File: src/rtl/sensor_pkg.sv
// Shared types and helpers for the sensor conditioning front end.
package sensor_pkg;

  // Level plausibility FSM; the unused code 2'b11 is steered back to LvlOk.
  typedef enum logic [1:0] {
    LvlOk      = 2'b00,
    LvlSuspect = 2'b01,
    LvlFault   = 2'b10
  } level_state_e;

  // Plausible tank patterns, ordered {h, m, l}.
  localparam logic [2:0] LvlEmpty = 3'b000;
  localparam logic [2:0] LvlLow   = 3'b001;
  localparam logic [2:0] LvlMid   = 3'b011;
  localparam logic [2:0] LvlFull  = 3'b111;

  // Positions of the inputs inside the packed raw/debounced vectors.
  localparam int unsigned NumInputs = 7;
  localparam int unsigned IdxH      = 0;
  localparam int unsigned IdxM      = 1;
  localparam int unsigned IdxL      = 2;
  localparam int unsigned IdxUs     = 3;
  localparam int unsigned IdxUa     = 4;
  localparam int unsigned IdxT      = 5;
  localparam int unsigned IdxSel    = 6;

  // Bits needed to hold the values 0 .. n-1, never less than one.
  function automatic int unsigned cnt_width(input int unsigned n);
    if (n <= 2) begin
      return 1;
    end
    return $clog2(n);
  endfunction

  // Water can only be present at a level if every lower level is also wet,
  // which is the same as rejecting (h & ~m) | (m & ~l).
  function automatic logic level_valid(input logic [2:0] hml);
    return (hml == LvlEmpty) || (hml == LvlLow) || (hml == LvlMid) || (hml == LvlFull);
  endfunction

endpackage

File: src/rtl/debouncer.sv
// Two-flop synchroniser followed by a counting debouncer for one raw input.
module debouncer
  import sensor_pkg::*;
#(
  parameter int unsigned DEBOUNCE_CYCLES = 50000
) (
  input  logic clk,
  input  logic reset,
  input  logic din,
  output logic dout
);

  localparam int unsigned     CntW    = cnt_width(DEBOUNCE_CYCLES);
  localparam logic [CntW-1:0] CntLast = CntW'(DEBOUNCE_CYCLES - 1);
  localparam logic [CntW-1:0] CntOne  = CntW'(1);

  logic            sync_a, sync_b;
  logic            stable_q, stable_d;
  logic [CntW-1:0] cnt_q, cnt_d;

  // Bring the asynchronous switch into the clock domain.
  always_ff @(posedge clk or posedge reset) begin
    if (reset) begin
      sync_a <= 1'b0;
      sync_b <= 1'b0;
    end else begin
      sync_a <= din;
      sync_b <= sync_a;
    end
  end

  // Count consecutive disagreeing samples; any agreeing sample restarts the count,
  // so the counter tops out at CntLast and never wraps.
  always_comb begin
    stable_d = stable_q;
    cnt_d    = '0;
    if (sync_b != stable_q) begin
      if (cnt_q == CntLast) begin
        stable_d = ~stable_q;
      end else begin
        cnt_d = cnt_q + CntOne;
      end
    end
  end

  // Debounce state register.
  always_ff @(posedge clk or posedge reset) begin
    if (reset) begin
      stable_q <= 1'b0;
      cnt_q    <= '0;
    end else begin
      stable_q <= stable_d;
      cnt_q    <= cnt_d;
    end
  end

  assign dout = stable_q;

endmodule

File: src/rtl/sensor_conditioner.sv
// Debounces the seven board inputs, vets tank-level plausibility, masks contradictory
// soil readings and flags any change of the clean outputs.
module sensor_conditioner
  import sensor_pkg::*;
#(
  parameter int unsigned DEBOUNCE_CYCLES = 50000,
  parameter int unsigned FAULT_CYCLES    = 500000
) (
  input  logic clk,
  input  logic reset,
  input  logic h_raw,
  input  logic m_raw,
  input  logic l_raw,
  input  logic us_raw,
  input  logic ua_raw,
  input  logic t_raw,
  input  logic sel_raw,
  output logic h,
  output logic m,
  output logic l,
  output logic us,
  output logic ua,
  output logic t,
  output logic selector,
  output logic level_fault,
  output logic soil_fault,
  output logic changed
);

  // One spare count so leaving FAULT takes FAULT_CYCLES+1 valid samples, mirroring
  // the extra OK->SUSPECT edge on the way in.
  localparam int unsigned    FcntW      = cnt_width(FAULT_CYCLES + 1);
  localparam logic [FcntW-1:0] SuspectMax = FcntW'(FAULT_CYCLES - 1);
  localparam logic [FcntW-1:0] FaultMax   = FcntW'(FAULT_CYCLES);
  localparam logic [FcntW-1:0] FcntOne    = FcntW'(1);

  logic [NumInputs-1:0] raw_vec, db_vec;
  logic [2:0]           lvl_pat;
  logic                 lvl_ok;
  logic                 usd, uad;

  level_state_e         state_q, state_d;
  logic [FcntW-1:0]     fcnt_q, fcnt_d;

  // level_q is both the h/m/l output and the last plausible pattern.
  logic [2:0]           level_q, level_d;
  logic                 us_q, ua_q, soil_fault_q, t_q, sel_q;
  logic [NumInputs-1:0] clean, clean_prev_q;
  logic                 changed_q;

  assign raw_vec = {sel_raw, t_raw, ua_raw, us_raw, l_raw, m_raw, h_raw};

  for (genvar i = 0; i < NumInputs; i++) begin : g_deb
    debouncer #(
      .DEBOUNCE_CYCLES(DEBOUNCE_CYCLES)
    ) u_deb (
      .clk  (clk),
      .reset(reset),
      .din  (raw_vec[i]),
      .dout (db_vec[i])
    );
  end

  assign lvl_pat = {db_vec[IdxH], db_vec[IdxM], db_vec[IdxL]};
  assign lvl_ok  = level_valid(lvl_pat);
  assign usd     = db_vec[IdxUs];
  assign uad     = db_vec[IdxUa];

  // Level FSM next state: SUSPECT counts invalid samples, FAULT counts valid ones.
  always_comb begin
    state_d = state_q;
    fcnt_d  = fcnt_q;
    case (state_q)
      LvlOk: begin
        if (!lvl_ok) begin
          state_d = LvlSuspect;
          fcnt_d  = '0;
        end
      end
      LvlSuspect: begin
        if (lvl_ok) begin
          state_d = LvlOk;
          fcnt_d  = '0;
        end else if (fcnt_q == SuspectMax) begin
          state_d = LvlFault;
          fcnt_d  = '0;
        end else begin
          fcnt_d = fcnt_q + FcntOne;
        end
      end
      LvlFault: begin
        if (!lvl_ok) begin
          fcnt_d = '0;
        end else if (fcnt_q == FaultMax) begin
          state_d = LvlOk;
          fcnt_d  = '0;
        end else begin
          fcnt_d = fcnt_q + FcntOne;
        end
      end
      default: begin
        state_d = LvlOk;
        fcnt_d  = '0;
      end
    endcase
  end

  // Level FSM state register.
  always_ff @(posedge clk or posedge reset) begin
    if (reset) begin
      state_q <= LvlOk;
      fcnt_q  <= '0;
    end else begin
      state_q <= state_d;
      fcnt_q  <= fcnt_d;
    end
  end

  // Only a plausible pattern seen while OK reaches the outputs; otherwise hold.
  always_comb begin
    level_d = level_q;
    if ((state_q == LvlOk) && lvl_ok) begin
      level_d = lvl_pat;
    end
  end

  // Output register; a wet+dry soil contradiction suppresses both demands.
  always_ff @(posedge clk or posedge reset) begin
    if (reset) begin
      level_q      <= '0;
      us_q         <= 1'b0;
      ua_q         <= 1'b0;
      soil_fault_q <= 1'b0;
      t_q          <= 1'b0;
      sel_q        <= 1'b0;
    end else begin
      level_q      <= level_d;
      us_q         <= usd & ~uad;
      ua_q         <= uad & ~usd;
      soil_fault_q <= usd & uad;
      t_q          <= db_vec[IdxT];
      sel_q        <= db_vec[IdxSel];
    end
  end

  assign clean = {sel_q, t_q, ua_q, us_q, level_q[0], level_q[1], level_q[2]};

  // One pulse for any change of the clean outputs, one cycle after the update.
  always_ff @(posedge clk or posedge reset) begin
    if (reset) begin
      clean_prev_q <= '0;
      changed_q    <= 1'b0;
    end else begin
      clean_prev_q <= clean;
      changed_q    <= (clean != clean_prev_q);
    end
  end

  assign h           = level_q[2];
  assign m           = level_q[1];
  assign l           = level_q[0];
  assign us          = us_q;
  assign ua          = ua_q;
  assign t           = t_q;
  assign selector    = sel_q;
  assign soil_fault  = soil_fault_q;
  assign level_fault = (state_q == LvlFault);
  assign changed     = changed_q;

endmodule

File: config.mk
export PLATFORM = sky130hd
export DESIGN_NAME = sensor_conditioner
export DESIGN_NICKNAME = d
export VERILOG_FILES = /design/src/rtl/sensor_pkg.sv /design/src/rtl/debouncer.sv /design/src/rtl/sensor_conditioner.sv
export SDC_FILE = /design/constraint.sdc
export NUM_CORES = 1
export LEC_CHECK = 0
export ABC_CLOCK_PERIOD_IN_PS = 10800
export CAP_MARGIN = 20
export CORE_UTILIZATION = 30
export DETAILED_ROUTE_END_ITERATION = 8
export HOLD_SLACK_MARGIN = 0.12
export PLACE_DENSITY = 0.54
export RECOVER_POWER = 100
export SETUP_SLACK_MARGIN = 0.3
export SYNTH_ARGS = -nofsm -noshare
export SYNTH_HDL_FRONTEND = slang
export SYNTH_SLANG_ARGS = --single-unit
File: constraint.sdc
create_clock -name clk -period 10.8 [get_ports clk]
set_input_delay 2.16 -clock clk [delete_from_list [all_inputs] [get_ports clk]]
set_output_delay 2.16 -clock clk [all_outputs]
set_load 0.01 [all_outputs]
==> out/metrics.cfg, run 1 <==
[synthesis]
ys_seq_area_frac = 0.535
syn_avg_cell_area_um2 = 10.1
yosysTopAreaCell = dfrtp_1
yosys.area.top_type_share = 0.535
synthTopCellsByArea = dfrtp_1 (54%), xor2_1 (8.2%), nor2_1 (6.5%)
synth_cell_types = 56
synth_edf_count = 0
synthesis.nets = 813
syn-cell-area_mm2 = 0.00795
ys.warnings.count = 0
synthArstFlopShare = 1.00
synthFlopType = dfrtp_1
synth_seq_cells = 170
netlist_instances = 791

[pwr]
peakVddDrop_v = 0.0000886
internal_power_uw = 991
p_sw_uw = 328
comb_power_share = 0.025
p_leak_uw = 0.00389
p_sw_frac = 0.249
p_seq_frac = 0.495
power_density_mw_per_mm2 = 145
clock_power_share = 0.480

[floorplan]
initial_core_util = 0.305
die_area_mm2 = 0.0272
rows = 59
boundaryPins = 19
die_h_um = 165
core-area_mm2 = 0.0261
die_w_um = 165

[sta]
report.final.slew_viol_count = 106
slew_headroom = -2.05
rsz0062_at_grt = no
setup_slack_ns = 4.96
clock_skew_ns = 0.0152
finalHoldViolations = 0
worst_slew_pin_slew_ns = 4.55
min_period_ns = 5.84
setup_violations = 0
setup_tns_ns = 0
max_freq_mhz = 171
fin_crit_sh = 0.541

[min_path]
holdCritPathClass = flip-flop to flip-flop
hold_path_depth = 0
min_from = g_deb[2].u_deb.sync_a$_DFF_PP0_

[run_status]
status = complete, but fails checks
violations = capacitance limit, slew limit

[clock_network]
cts_made_buffers = 17
ctsHoldBuffers = 0
clk_pin_slew_ns = 0.07
htree_levels = 4
cts_root_buffer = clkbuf_16
cts_setup_buffers = 0
cts_tree = yes
clk_latency_ns = 0.43
cts.path.max_buffers = 2
cts_resized = 0
numClockSinks = 170

[grt]
first_global_vias = 5341
grt_antenna_before_repair = 1
grtUsageTotal = 0.121
grt_start_max_net_pins = 106
grt_overflow = 0
grt_pass1_wl_um = 26100

[critical_path]
worstPathMaxFanout = 105
worstReg2RegStart = fcnt_q[9]$_DFFE_PP0N_
worstPathArrival_ns = 6.29
cp.required_ns = 11.25
reg2reg_depth = 5
cp-startpoint = reset
critPathLaunchType = input port
crit_path_end_kind = async pin
crit_type = input port to async pin

[place]
port_buffers = 18
dp_slack_ns = 6.48
hpwl_um = 9540
gp_congestion = 0.759
place_area_mm2 = 0.00848

[route]
ant_nets = 0
dr.pass1.iters = 4
routed_via_density = 4.71
drtIter0Drc = 373
drt_wl_total_um = 14700
wire_per_inst_um = 12.8
vias = 5446
drc = 0

[layout]
final_common_cell = dfrtp_1
final_net_count = 830
syn2layout_area_growth_pct = 14.1
fillers = 2652
fin_area_mm2 = 0.00907
final_cell_mix = dfrtp_1 (170), nor2_1 (138), xor2_1 (74)
drive_gt1_frac = 0.0560
num_antenna_cells = 0

[job]
cap_violations = 1

## sequential cells by signal, summed over array words and instances, names as in the netlist
| signal | cells |
|---|---|
| clean_prev_q | 7 |
| g_deb.u_deb.dout | 7 |
| soil_fault | 1 |
| t | 1 |
| state_q | 2 |
| level_q | 3 |
| fcnt_q | 19 |
| changed | 1 |
| us | 1 |
| g_deb.u_deb.cnt_q | 112 |
| ua | 1 |
| g_deb.u_deb.sync_b | 7 |
| selector | 1 |
| g_deb.u_deb.sync_a | 7 |
## metal layers
layer,track usage,wire length [um]
met1,0.170,7530
met2,0.181,6590
met3,0.0286,490
met4,0.0459,133
met5,0,0
## kinds of logic after synthesis
group | synth area share
XOR/XNOR | 0.126
buffers and inverters | 0.0246
AO/OA/AOI/OAI | 0.0477
flip-flops | 0.535
multiplexers | 0.0112
adder cells (fa/ha/maj) | 0.0205
AND/OR/NAND/NOR | 0.235
## Yosys cell counts, types with 2 or more instances
cell type / n
dfrtp_1: 170
nor2_1: 137
xor2_1: 74
nand3_1: 61
nand2_1: 56
xnor2_1: 40
nand4_1: 29
inv_1: 27
nor3_1: 26
a21oi_1: 15
clkbuf_1: 14
ha_1: 13
and3_1: 11
nor4_1: 9
o21ai_0: 9
and4_1: 8
nor3b_1: 8
mux2_2: 7
or2_2: 7
or4_1: 7
buf_2: 6
nand2b_1: 5
nor2b_1: 4
o2111ai_1: 4
and2_1: 3
o21ai_1: 3
o311ai_1: 3
o31ai_1: 3
a21oi_2: 2
a221o_1: 2
a41o_1: 2
nand3b_1: 2
## critical path, cell delays in order
cell and delay (ns):
dlygate4sd3_1 0.54, clkinvlp_2 2.54, buf_4 0.97
## power by group through the flow
| stage | registers (uW) | logic [uW] | clock network, uW |
|---|---|---|---|
| after floorplan | 663 | 26.6 | 0 |
| final | 653 | 33.1 | 633 |
| after CTS | 652 | 36.6 | 657 |
| after global routing | 654 | 40.4 | 683 |
| after detailed placement | 665 | 36.7 | 0 |
| after global placement | 665 | 36.2 | 0 |
## layout make-up
cell class / count / area, um^2 / area share
inverters: 27 / 103 / 0.0113
clock buffers: 17 / 425 / 0.0469
well taps: 335 / 419 / 0.0462
clock inverters: 15 / 199 / 0.0219
flip-flops and latches: 170 / 4250 / 0.469
multi-input cells: 572 / 3480 / 0.383
repair buffers: 20 / 191 / 0.0211
## worst paths after layout
path                                                      to  slack, ns
setup reg to reg                      fcnt_q[12]$_DFFE_PP0N_       7.27
min in group asynchronous    g_deb[5].u_deb.sync_b$_DFF_PP0_       3.57
hold reg to reg              g_deb[2].u_deb.sync_b$_DFF_PP0_       0.35
hold / removal               g_deb[2].u_deb.sync_b$_DFF_PP0_       0.35
setup / recovery           g_deb[4].u_deb.cnt_q[8]$_DFF_PP0_       4.96
max in group clk                                 level_fault       6.85
## through the flow
| stage | instances | hold slack, ns | power [uW] | utilization |
|---|---|---|---|---|
| global route | 1156 | 0.363 | 1380 | 0.348 |
| floorplan | 791 | 0.331 | 690 | - |
| detailed placement | 1124 | 0.337 | 702 | 0.325 |
| finish | 1156 | 0.352 | 1320 | 0.348 |
| CTS | 1156 | 0.355 | 1350 | 0.349 |
| global placement | 1123 | 0.334 | 701 | 0.325 |
No activity file was read; power rests on OpenSTA's default activity.
==> run 2, diff against run 1 <==
Settings changed: ABC_CLOCK_PERIOD_IN_PS 10800 to 5590.
Clock period 10.8 ns to 5.59 ns, I/O delays scaled along.
==> run 2 against run 1 <==
Compared with the run above: the run still ends with capacitance limit, slew limit left; critical path depth did not move; final cell count did not move; flip-flop and latch count did not move; core utilization fell by 0.072 points; cell area fell by 0.21%; routed wire length fell by 0.54%; register-to-register slack got worse by 5.1 ns; combinational power rose by 95%; total power rose by 92%; setup slack got worse by 2.8 ns; hold slack got worse by 0.0028 ns; sequential share of layout area rose by 0.097 points; critical endpoint is now fcnt_q[16]$_DFFE_PP0N_.
==> out/metrics.cfg, run 2 (synthesis results as in run 1) <==
[min_path]
hold_path_depth = 0
holdCritPathClass = flip-flop to flip-flop

[layout]
fin_area_mm2 = 0.00905
regMostFlops = g_deb.u_deb.cnt_q
final_common_cell = dfrtp_1
largest_reg_flops = 112
syn2layout_area_growth_pct = 13.8
fillers = 2626
drive_gt1_frac = 0.0560
top_regs = g_deb.u_deb.cnt_q x112, fcnt_q x19
final_cell_mix = dfrtp_1 (170), nor2_1 (138), xor2_1 (74)
num_antenna_cells = 0
final_net_count = 830

[critical_path]
reg2reg_slack_ns = 2.19
crit_buf_inv = 3
cp_top_family = buffers and inverters
cpPeakStageDelay_ns = 1.61
reg2reg_to = fcnt_q[12]$_DFFE_PP0N_
critPathLaunchType = input port
worstPathMaxFanout = 170
crit_cells = 3
worstPathArrival_ns = 3.49
worstPathCellList = dlygate4sd3_1, clkinvlp_4, clkbuf_4
crit_path_end_kind = async pin
cp_slowest_cell = clkbuf_4
worstReg2RegStart = fcnt_q[9]$_DFFE_PP0N_
reg2reg_depth = 5
crit_type = input port to async pin
crit_path_end = fcnt_q[16]$_DFFE_PP0N_
cp.required_ns = 5.65
cp-startpoint = reset

[grt]
grt_start_max_net_pins = 171
grt_antenna_before_repair = 0
first_global_vias = 5398
grt_overflow = 0
grt_pass1_wl_um = 25800
grtUsageTotal = 0.119

[pwr]
p_leak_uw = 0.00389
peakVddDrop_v = 0.000206
clock_power_share = 0.475
p_seq_frac = 0.499
p_sw_uw = 578
p_sw_frac = 0.229
comb_power_share = 0.025
internal_power_uw = 1950
power_density_mw_per_mm2 = 279

[route]
routed_via_density = 4.72
dr.pass1.iters = 4
drt_wl_total_um = 14700
drc = 0
drtIter0Drc = 390
vias = 5456
wire_per_inst_um = 12.7
ant_nets = 0

[sta]
report.final.slew_viol_count = 171
min_period_ns = 3.43
setup_tns_ns = 0
hold_slack_ns = 0.349
worst_slew_pin_slew_ns = 2.29
max_freq_mhz = 292
fin_crit_sh = 0.614
finalHoldViolations = 0
clock_skew_ns = 0.00880
rsz0062_at_grt = no
slew_headroom = -0.529
setup_violations = 0

[clock_network]
cts_made_buffers = 17
clk_pin_slew_ns = 0.07
ctsHoldBuffers = 0
cts_tree = yes
numClockSinks = 170
cts_setup_buffers = 0
htree_levels = 4
clk_latency_ns = 0.43
cts_resized = 0
cts.path.max_buffers = 2
cts_root_buffer = clkbuf_16

[place]
place_area_mm2 = 0.00848
gp_congestion = 0.773
port_buffers = 18
hpwl_um = 9330

[floorplan]
initial_core_util = 0.305
boundaryPins = 19
rows = 59
core-area_mm2 = 0.0261
die_area_mm2 = 0.0272
die_h_um = 165
die_w_um = 165

[run_status]
status = complete, but fails checks
violations = capacitance limit, slew limit

[job]
cap_violations = 1

==> run 2: layout make-up <==
cell class,instances,area (um^2),area share
Sequential cell,170,4250,0.470
Multi-Input combinational cell,572,3480,0.384
Clock inverter,14,164,0.0181
Timing Repair Buffer,20,191,0.0212
Tap cell,335,419,0.0463
Clock buffer,18,439,0.0485
Inverter,27,105,0.0116
==> run 2: per-layer routing <==
metal | routed length [um] | vias up | GRT usage
met5 | 0 | - | 0
met3 | 404 | 8 | 0.0274
met2 | 6520 | 67 | 0.183
met1 | 7650 | 2637 | 0.165
met4 | 99 | 0 | 0.0400
li1 | - | 2744 | -
==> run 2: through the flow <==
step / utilization / total power, uW / worst slack, ns / instances
3_5_place_dp: 0.325 / 1350 / 3.12 / 1123
2_1_floorplan: - / 1330 / 2.30 / 791
6_report: 0.347 / 2530 / 2.16 / 1156
4_1_cts: 0.349 / 2570 / 2.78 / 1155
5_1_grt: 0.347 / 2630 / 1.63 / 1156
3_3_place_gp: 0.325 / 1350 / 3.12 / 1123
==> run 2: power by group through the flow <==
stage | registers, uW | clock network, uW | logic, uW
floorplan | 1280 | 0 | 51.6
global placement | 1280 | 0 | 71.0
detailed placement | 1280 | 0 | 71.0
CTS | 1260 | 1240 | 71.2
global route | 1260 | 1290 | 78.7
finish | 1260 | 1200 | 64.4
==> run 2: worst min path at each step <==
| stage | from | end | slack, ns |
|---|---|---|---|
| global placement | g_deb[5].u_deb.sync_a$_DFF_PP0_ | g_deb[5].u_deb.sync_b$_DFF_PP0_ | 0.33 |
| floorplan | g_deb[0].u_deb.sync_a$_DFF_PP0_ | g_deb[0].u_deb.sync_b$_DFF_PP0_ | 0.33 |
| finish | g_deb[5].u_deb.sync_a$_DFF_PP0_ | g_deb[5].u_deb.sync_b$_DFF_PP0_ | 0.35 |
| CTS | g_deb[4].u_deb.sync_a$_DFF_PP0_ | g_deb[4].u_deb.sync_b$_DFF_PP0_ | 0.35 |
| global route | g_deb[5].u_deb.sync_a$_DFF_PP0_ | g_deb[5].u_deb.sync_b$_DFF_PP0_ | 0.36 |
| detailed placement | g_deb[4].u_deb.sync_a$_DFF_PP0_ | g_deb[4].u_deb.sync_b$_DFF_PP0_ | 0.34 |
==> run 2: worst register-to-register path, stage by stage, from the launching register on <==
cell	delay [ns]
dfrtp_1	0.45
or4b_2	0.69
nor4_1	0.69
a21oi_1	0.43
nor2_1	0.73
o311ai_0	0.25
